===== config.mk =====
export PLATFORM = sky130hd
export DESIGN_NAME = shift_serializer_ctrl
export DESIGN_NICKNAME = d
export VERILOG_FILES = /design/src/rtl/shift_pkg.sv /design/src/rtl/shift_bit_counter.sv /design/src/rtl/shift_serializer_ctrl.sv
export SDC_FILE = /design/constraint.sdc
export NUM_CORES = 1
export LEC_CHECK = 0
export CORE_MARGIN = 4
export CORE_UTILIZATION = 31
export DETAILED_ROUTE_END_ITERATION = 16
export GPL_TIMING_DRIVEN = 0
export PLACE_DENSITY = 0.64
export SLEW_MARGIN = 5
export SYNTH_ARGS = -nofsm -noshare
export SYNTH_HDL_FRONTEND = slang
export SYNTH_SLANG_ARGS = --single-unit

===== constraint.sdc =====
create_clock -name clk -period 1.7 [get_ports clk]
set_input_delay 0.51 -clock clk [delete_from_list [all_inputs] [get_ports clk]]
set_output_delay 0.51 -clock clk [all_outputs]
set_load 0.05 [all_outputs]

===== src/rtl/shift_pkg.sv =====
// Shared constants for the bit serializer/deserializer family.
// State and direction encodings plus the bit-counter width helper.
package shift_pkg;

  localparam logic [0:0] ST_IDLE  = 1'b0;
  localparam logic [0:0] ST_SHIFT = 1'b1;

  localparam logic DIR_LSB = 1'b0;
  localparam logic DIR_MSB = 1'b1;

  // Bits needed to count 0..w inclusive.
  function automatic int cnt_width(input int w);
    return $clog2(w + 1);
  endfunction

endpackage


===== src/rtl/shift_bit_counter.sv =====
// Bit position counter with clear, enable and terminal-count flag.
// Ports: clk, rst, clr, en, cnt[W-1:0], term (cnt == TERM).
module shift_bit_counter #(
  parameter int W    = 3,
  parameter int TERM = 3
) (
  input  logic         clk,
  input  logic         rst,
  input  logic         clr,
  input  logic         en,
  output logic [W-1:0] cnt,
  output logic         term
);

  always_ff @(posedge clk) begin
    if (rst || clr) begin
      cnt <= '0;
    end else if (en) begin
      cnt <= cnt + 1'b1;
    end
  end

  assign term = (cnt == W'(TERM));

endmodule


===== src/rtl/shift_serializer_ctrl.sv =====
// Parallel-to-serial transmit stage: n-bit words in over valid/ready,
// bits out MSB- or LSB-first with a last-bit marker and backpressure.
// Ports: clk, rst (sync, active-high), in_valid/in_ready/in_data/msb_first,
//        sout/sout_valid/sout_ready/sout_last, busy.
// Option: define SHIFT_SERIALIZER_PARITY_EN to append an even-parity bit.
module shift_serializer_ctrl
  import shift_pkg::*;
#(
  parameter int n = 4
) (
  input  logic         clk,
  input  logic         rst,
  input  logic         in_valid,
  output logic         in_ready,
  input  logic [n-1:0] in_data,
  input  logic         msb_first,
  output logic         sout,
  output logic         sout_valid,
  input  logic         sout_ready,
  output logic         sout_last,
  output logic         busy
);

`ifdef SHIFT_SERIALIZER_PARITY_EN
  localparam int PW = 1;
`else
  localparam int PW = 0;
`endif

  localparam int CW   = cnt_width(n) + PW;
  localparam int LAST = n - 1 + PW;

  logic [0:0]    state;
  logic [n-1:0]  sreg;
  logic          dir;
  logic [CW-1:0] cnt;
  logic          term;
  logic          par_bit;
  logic          act;
  logic          hs;
  logic          fire;
  logic          data_bit;

  assign act  = !rst && (state == ST_SHIFT);
  assign hs   = in_valid && in_ready;
  assign fire = act && sout_ready;

  shift_bit_counter #(
    .W    (CW),
    .TERM (LAST)
  ) u_cnt (
    .clk  (clk),
    .rst  (rst),
    .clr  (hs || (fire && term)),
    .en   (fire && !term),
    .cnt  (cnt),
    .term (term)
  );

  always_ff @(posedge clk) begin
    if (rst) begin
      state <= ST_IDLE;
      sreg  <= '0;
      dir   <= DIR_LSB;
    end else if (hs) begin
      state <= ST_SHIFT;
      sreg  <= in_data;
      dir   <= msb_first;
    end else if (fire && term) begin
      state <= ST_IDLE;
      sreg  <= '0;
    end else if (fire) begin
      sreg <= (dir == DIR_MSB) ? {sreg[n-2:0], 1'b0}
                               : {1'b0, sreg[n-1:1]};
    end
  end

`ifdef SHIFT_SERIALIZER_PARITY_EN
  always_ff @(posedge clk) begin
    if (rst) begin
      par_bit <= 1'b0;
    end else if (hs) begin
      par_bit <= ^in_data;
    end
  end
`else
  assign par_bit = 1'b0;
`endif

  assign data_bit = (dir == DIR_MSB) ? sreg[n-1] : sreg[0];

  // Positions at or beyond n only exist when the parity bit is enabled.
  assign in_ready   = !rst && (state == ST_IDLE);
  assign sout_valid = act;
  assign busy       = act;
  assign sout       = act && ((cnt < CW'(n)) ? data_bit : par_bit);
  assign sout_last  = act && term;

endmodule

# == Yosys cells after proc, flatten, opt, wreduce, memory -nomap -nowiden ==
# Index checks and enable logic that the tools add are counted.
# word_totals
regBits,9
word_cells,30
# op_classes
n_addsub,1
n_lt_le_gt_ge,1
n_eq_ne,1
muxes,8
bitwise_logic,1
n_reduce_logical,14
# ops
cell,count
2-to-1 mux 4 bit,4
logical AND 1 bit,8
2-to-1 mux 1 bit,4
adder 3 x 1 -> 3 bit (second input constant),1
equality test 3 x 2 -> 1 bit (second input constant),1
less-than comparator 3 bit (second input constant),1
nonzero test 3 bit,1
logical NOT 1 bit,2
logical OR 1 bit,2
nonzero test 2 bit,1
NOT 1 bit,1

# == Logic depth before layout (Yosys ltp) ==
# depth
depth_word,6
depth_mapped,5
ltp_nobuf,5

# == Modules after synthesis ==
# Synthesis repeated with hierarchy kept, for this count alone.
# hier_totals
hier_cells,54
area_unflattened_um2,549.3
# by_module_without_submodules
module,n_inst,cells_each,area_per_inst_um2
shift_serializer_ctrl,1,42,402.9
shift_bit_counter,1,12,146.4

# == Worst setup path before layout ==
# No wires, ideal clock.
# synth_path
path_kind,input-to-output
start,in rst
end,out sout
t_arrival_ns,1.909
t_required_ns,1.190
setup_slack_ns,-0.719
stages,2
cell_sequence,nor2b_1 -> and3_1
# synth_via
elab_chain_len,3
# synth_lines
item,line_no,text
from (decl),shift_serializer_ctrl.sv:12,"input logic rst,"
logical NOT 1 bit,shift_serializer_ctrl.sv:44,assign act = !rst && (state == ST_SHIFT);
logical AND 1 bit,shift_serializer_ctrl.sv:44,
logical AND 1 bit,shift_serializer_ctrl.sv:96,assign sout = act && ((cnt < CW'(n)) ? data_bit : par_bit);
to (decl),shift_serializer_ctrl.sv:17,"output logic sout,"
# Every way passes these cells.

# == Worst setup path after layout ==
# layout_path
start,reg dir
end,out sout
# layout_via
elab_chain_len,3
# layout_lines
item,line_no,text
from (decl),shift_serializer_ctrl.sv:35,logic dir;
from (signal assigned),shift_serializer_ctrl.sv:68,dir <= msb_first;
2-to-1 mux 1 bit,shift_serializer_ctrl.sv:90,assign data_bit = (dir == DIR_MSB) ? sreg[n-1] : sreg[0];
2-to-1 mux 1 bit,shift_serializer_ctrl.sv:96,
logical AND 1 bit,shift_serializer_ctrl.sv:96,
# Every way passes these cells.

==> metrics.md <==
| Metric | Value |
|---|---|
| Pin count of the biggest net entering global routing | 11 |
| Root buffer cell | clkbuf_4 |
| Critical path launch point type | flip-flop |
| Via density | between 4 and 5 |
| Global-route wire length before repair | 2070 um |
| Final Hold Vio Count | 0 |
| Final WL | 1370 um |
| DIE HEIGHT | between 50 and 60 um |
| Number of setup violations in the final report | 2 |
| Layout Area Growth over Synthesis | 55.4% |
| Hold Path Cell Cnt | 2 |
| Max_cap viols | 0 |
| Peak supply drop | 0.379 mV |
| Violations in the final reports | setup timing |
| CTS tree | done |
| Clk sinks | 9 |
| Worst Hold Path EP | u_cnt.cnt[2] |
| Synth unique cells | 27 |
| Routed Antenna Nets | 0 |
| NumNets Final | around 100 |
| Detail Placement HPWL | between 900 and 1000 um |
| Initial Utilization | 32.5% |
| N_diodes | 0 |
| Worst skew pair latency | 0.27 ns |
| Crit-path max FO | 2 |
| Most numerous cell in the Yosys netlist | dfxtp_1 |
| Cell Pwr Density | 643 nW/um^2 |
| Status | finished, violations left |
| Die Area | 2550 um^2 |
| Worst Skew | roughly 0.0015 ns |
| Seq pwr share | 41.3% |
| Fin Hold WS | 0.503 ns |
| Post-route setup slack | -0.0523 ns |
| Vias in the first global route | between 400 and 500 |
| First DRT Iteration DRCs | 8 |
| Initial antenna violation count | 0 |
| Row count | 15 |
| Crit path arrival time | 1.24 ns |
| Core area | 1730 um^2 |
| Synthesized instance count | 63 |
| Via count | 540 |
| P_sw | 0.000166 W |
| Post-synth design cell area | 561 um^2 |
| Die X | 50.5 um |
| Worst Hold Class | reg2reg |
| Final min period | 1.75 ns |
| Sw frac | 29.7% |
| Setup CP Type | reg2out |
| Busiest grt layer | met2 |
| Placer congestion estimate | about 0.75 |
| Share of layout cells above drive strength 1 | approximately 42% |
| All-layer global routing usage | 11.2% |
| Leakage Power | 0.341 nW |
| R2r startpoint | u_cnt.cnt[0] |
| Seq/Total Area, Yosys | ~32% |
| CTS Buffer Depth | 2 |
| Yosys warnings | 0 |
| Post-synth top area share | 32.1% |
| Crit end category | output port |
| IO Count | 14 |
| Post-synth top cells | 9 x dfxtp_1, 7 x nand2_1, 6 x nor2_1 |
| Syn Nets | 75 |
| GR Layer Usage met3 | 3.86% |
| Clock-pin slew on the worst setup and hold paths | roughly 0.070 ns |
| Average size of a mapped cell | a little under 9 um^2 |
| R2r setup slk | 0.19 ns |
| # hold bufs at CTS | 0 |
| Final Slew Violations | 0 |
| Htree depth | 1 |
| Grt met1 use | 14.7% |
| Hold path start | u_cnt.cnt[2] |
| Internal power of the cells | 0.000393 W |
| Met2 Use GR | between 10% and 20% |
| Period utilisation layout | 103% |
| WL/cell | 12.1 um |
| Final non-filler cell total | 113 |
| Drt first pass iters | 6 |
| Clock share of power | 31.0% |
| WP data required | 1.19 ns |
| Placed Cells | slightly above 100 |
| RSZ-0062 raised after global routing | yes |
| Most used flip-flop cell after synthesis | dfxtp_1 |
| Fmax | between 0.5 and 0.6 GHz |
| Inserted Clock Buffers | 3 |
| Yosys reg bits | 9 |
| Cells taking the most area after synthesis | dfxtp_1 32%, ha_1 6.7%, mux2_2 6.0%, nand2_1 4.7%, and4bb_2 4.5% |
| Logic pwr share | 27.7% |
| Asr flop ratio synth | 0% |
| Synth area leader | dfxtp_1 |
| DRC viols | 0 |
| Gr ovfl total | 0 |
| Reg2Reg Depth | 6 |
| Number of synthesized flops with an enable pin | 0 |
| RR Endpoint | u_cnt.cnt[1] |
| IO buf count | 13 |
| Worst Max-Slew Pin Slew | 0.265 ns |
| Worst rel slew slack | 82.3% |
[power by group through the flow]
| stage | logic, W | registers [W] | clock network, W |
|---|---|---|---|
| 6_report | 0.000155 | 0.000231 | 0.000174 |
| 5_1_grt | 0.000166 | 0.000232 | 0.000186 |
| 4_1_cts | 0.000144 | 0.000231 | 0.000177 |
| 3_5_place_dp | 0.000131 | 0.000237 | 0 |
| 3_3_place_gp | 0.000130 | 0.000236 | 0 |
| 2_1_floorplan | 0.0000862 | 0.000233 | 0 |
[repair_timing]
action                     4_1_cts  5_1_grt
buffers inserted                 5        3
pin swaps                        1        1
gates resized for setup         52        2
setup endpoints to repair        5        5
[worst max-delay path by stage]
stage	depth (start not counted)	to	slack [ns]	start
2_1_floorplan	3	sout	-0.05	state
3_3_place_gp	4	sout	-1.04	rst
3_5_place_dp	4	sout	-1.06	rst
4_1_cts	3	sout	-0.05	dir
5_1_grt	3	sout	-0.08	dir
6_report	3	sout	-0.05	dir
[registers in the layout (all words and copies together), names as in the netlist]
| register | cells |
|---|---|
| sreg | 4 |
| u_cnt.cnt | 3 |
| dir | 1 |
| state | 1 |
[layout by cell type (no fill, tap or decap), types with 2 or more instances in the layout]
| cell | n |
|---|---|
| dfxtp_2 | 3 |
| mux2_2 | 2 |
| nand2_1 | 7 |
| and4bb_2 | 2 |
| nor3b_1 | 2 |
| nor2_1 | 5 |
| mux2i_1 | 2 |
| a21oi_1 | 2 |
| nand2b_1 | 2 |
| clkdlybuf4s50_1 | 7 |
| buf_8 | 2 |
| buf_2 | 2 |
| nand3b_1 | 3 |
| buf_6 | 3 |
| dfxtp_1 | 5 |
| clkbuf_4 | 3 |
| a31oi_1 | 2 |
| o21ai_0 | 3 |
| ha_4 | 2 |
| buf_4 | 10 |
| a21o_1 | 2 |
[cell type report]
type,count,area (um^2)
clock buffer,4,26.3
timing repair buffer,21,193
inverter,1,3.75
sequential,9,188
multi-input combinational,50,403
fill,170,856
buffer,3,26.3
tap,25,31.3
[cells by family (layout without fill, tap and decap cells)]
logic type / Yosys count / in the layout / synth area share [%]
AO/OA/AOI/OAI: 14 / 14 / 17.2
XOR/XNOR: 1 / 1 / 1.56
adder cells (fa/ha/maj): 3 / 3 / 6.70
buffers and inverters: 4 / 29 / 4.24
flip-flops: 9 / 9 / 32.1
multiplexers: 5 / 5 / 9.60
AND/OR/NAND/NOR: 27 / 27 / 28.6
[layer usage]
layer	wire [um]	vias to the layer above	share of wire, %
met5	0	-	0
met4	0	0	0
met3	105	0	7.7
met2	575	18	42
met1	683	246	50
li1	-	276	-
[metrics by stage]
step	setup TNS [ns]	power [W]	setup slack [ns]	util [%]	area [um^2]
final	-0.0544	0.000560	-0.0523	50.4	871
after global routing	-0.105	0.000584	-0.0783	50.4	871
after CTS	-0.0580	0.000552	-0.0519	48.7	841
after detailed placement	-6.03	0.000368	-1.06	42.5	734
after global placement	-5.78	0.000366	-1.04	42.5	734
after floorplan	-0.0637	0.000319	-0.0545	-	573
[critical path, cell delays in order, from the launching register on]
cell and delay, ns:
dfxtp_4 0.35, mux2_4 0.30, and3_4 0.18, buf_8 0.14
No activity file was read; power rests on OpenSTA's default activity.
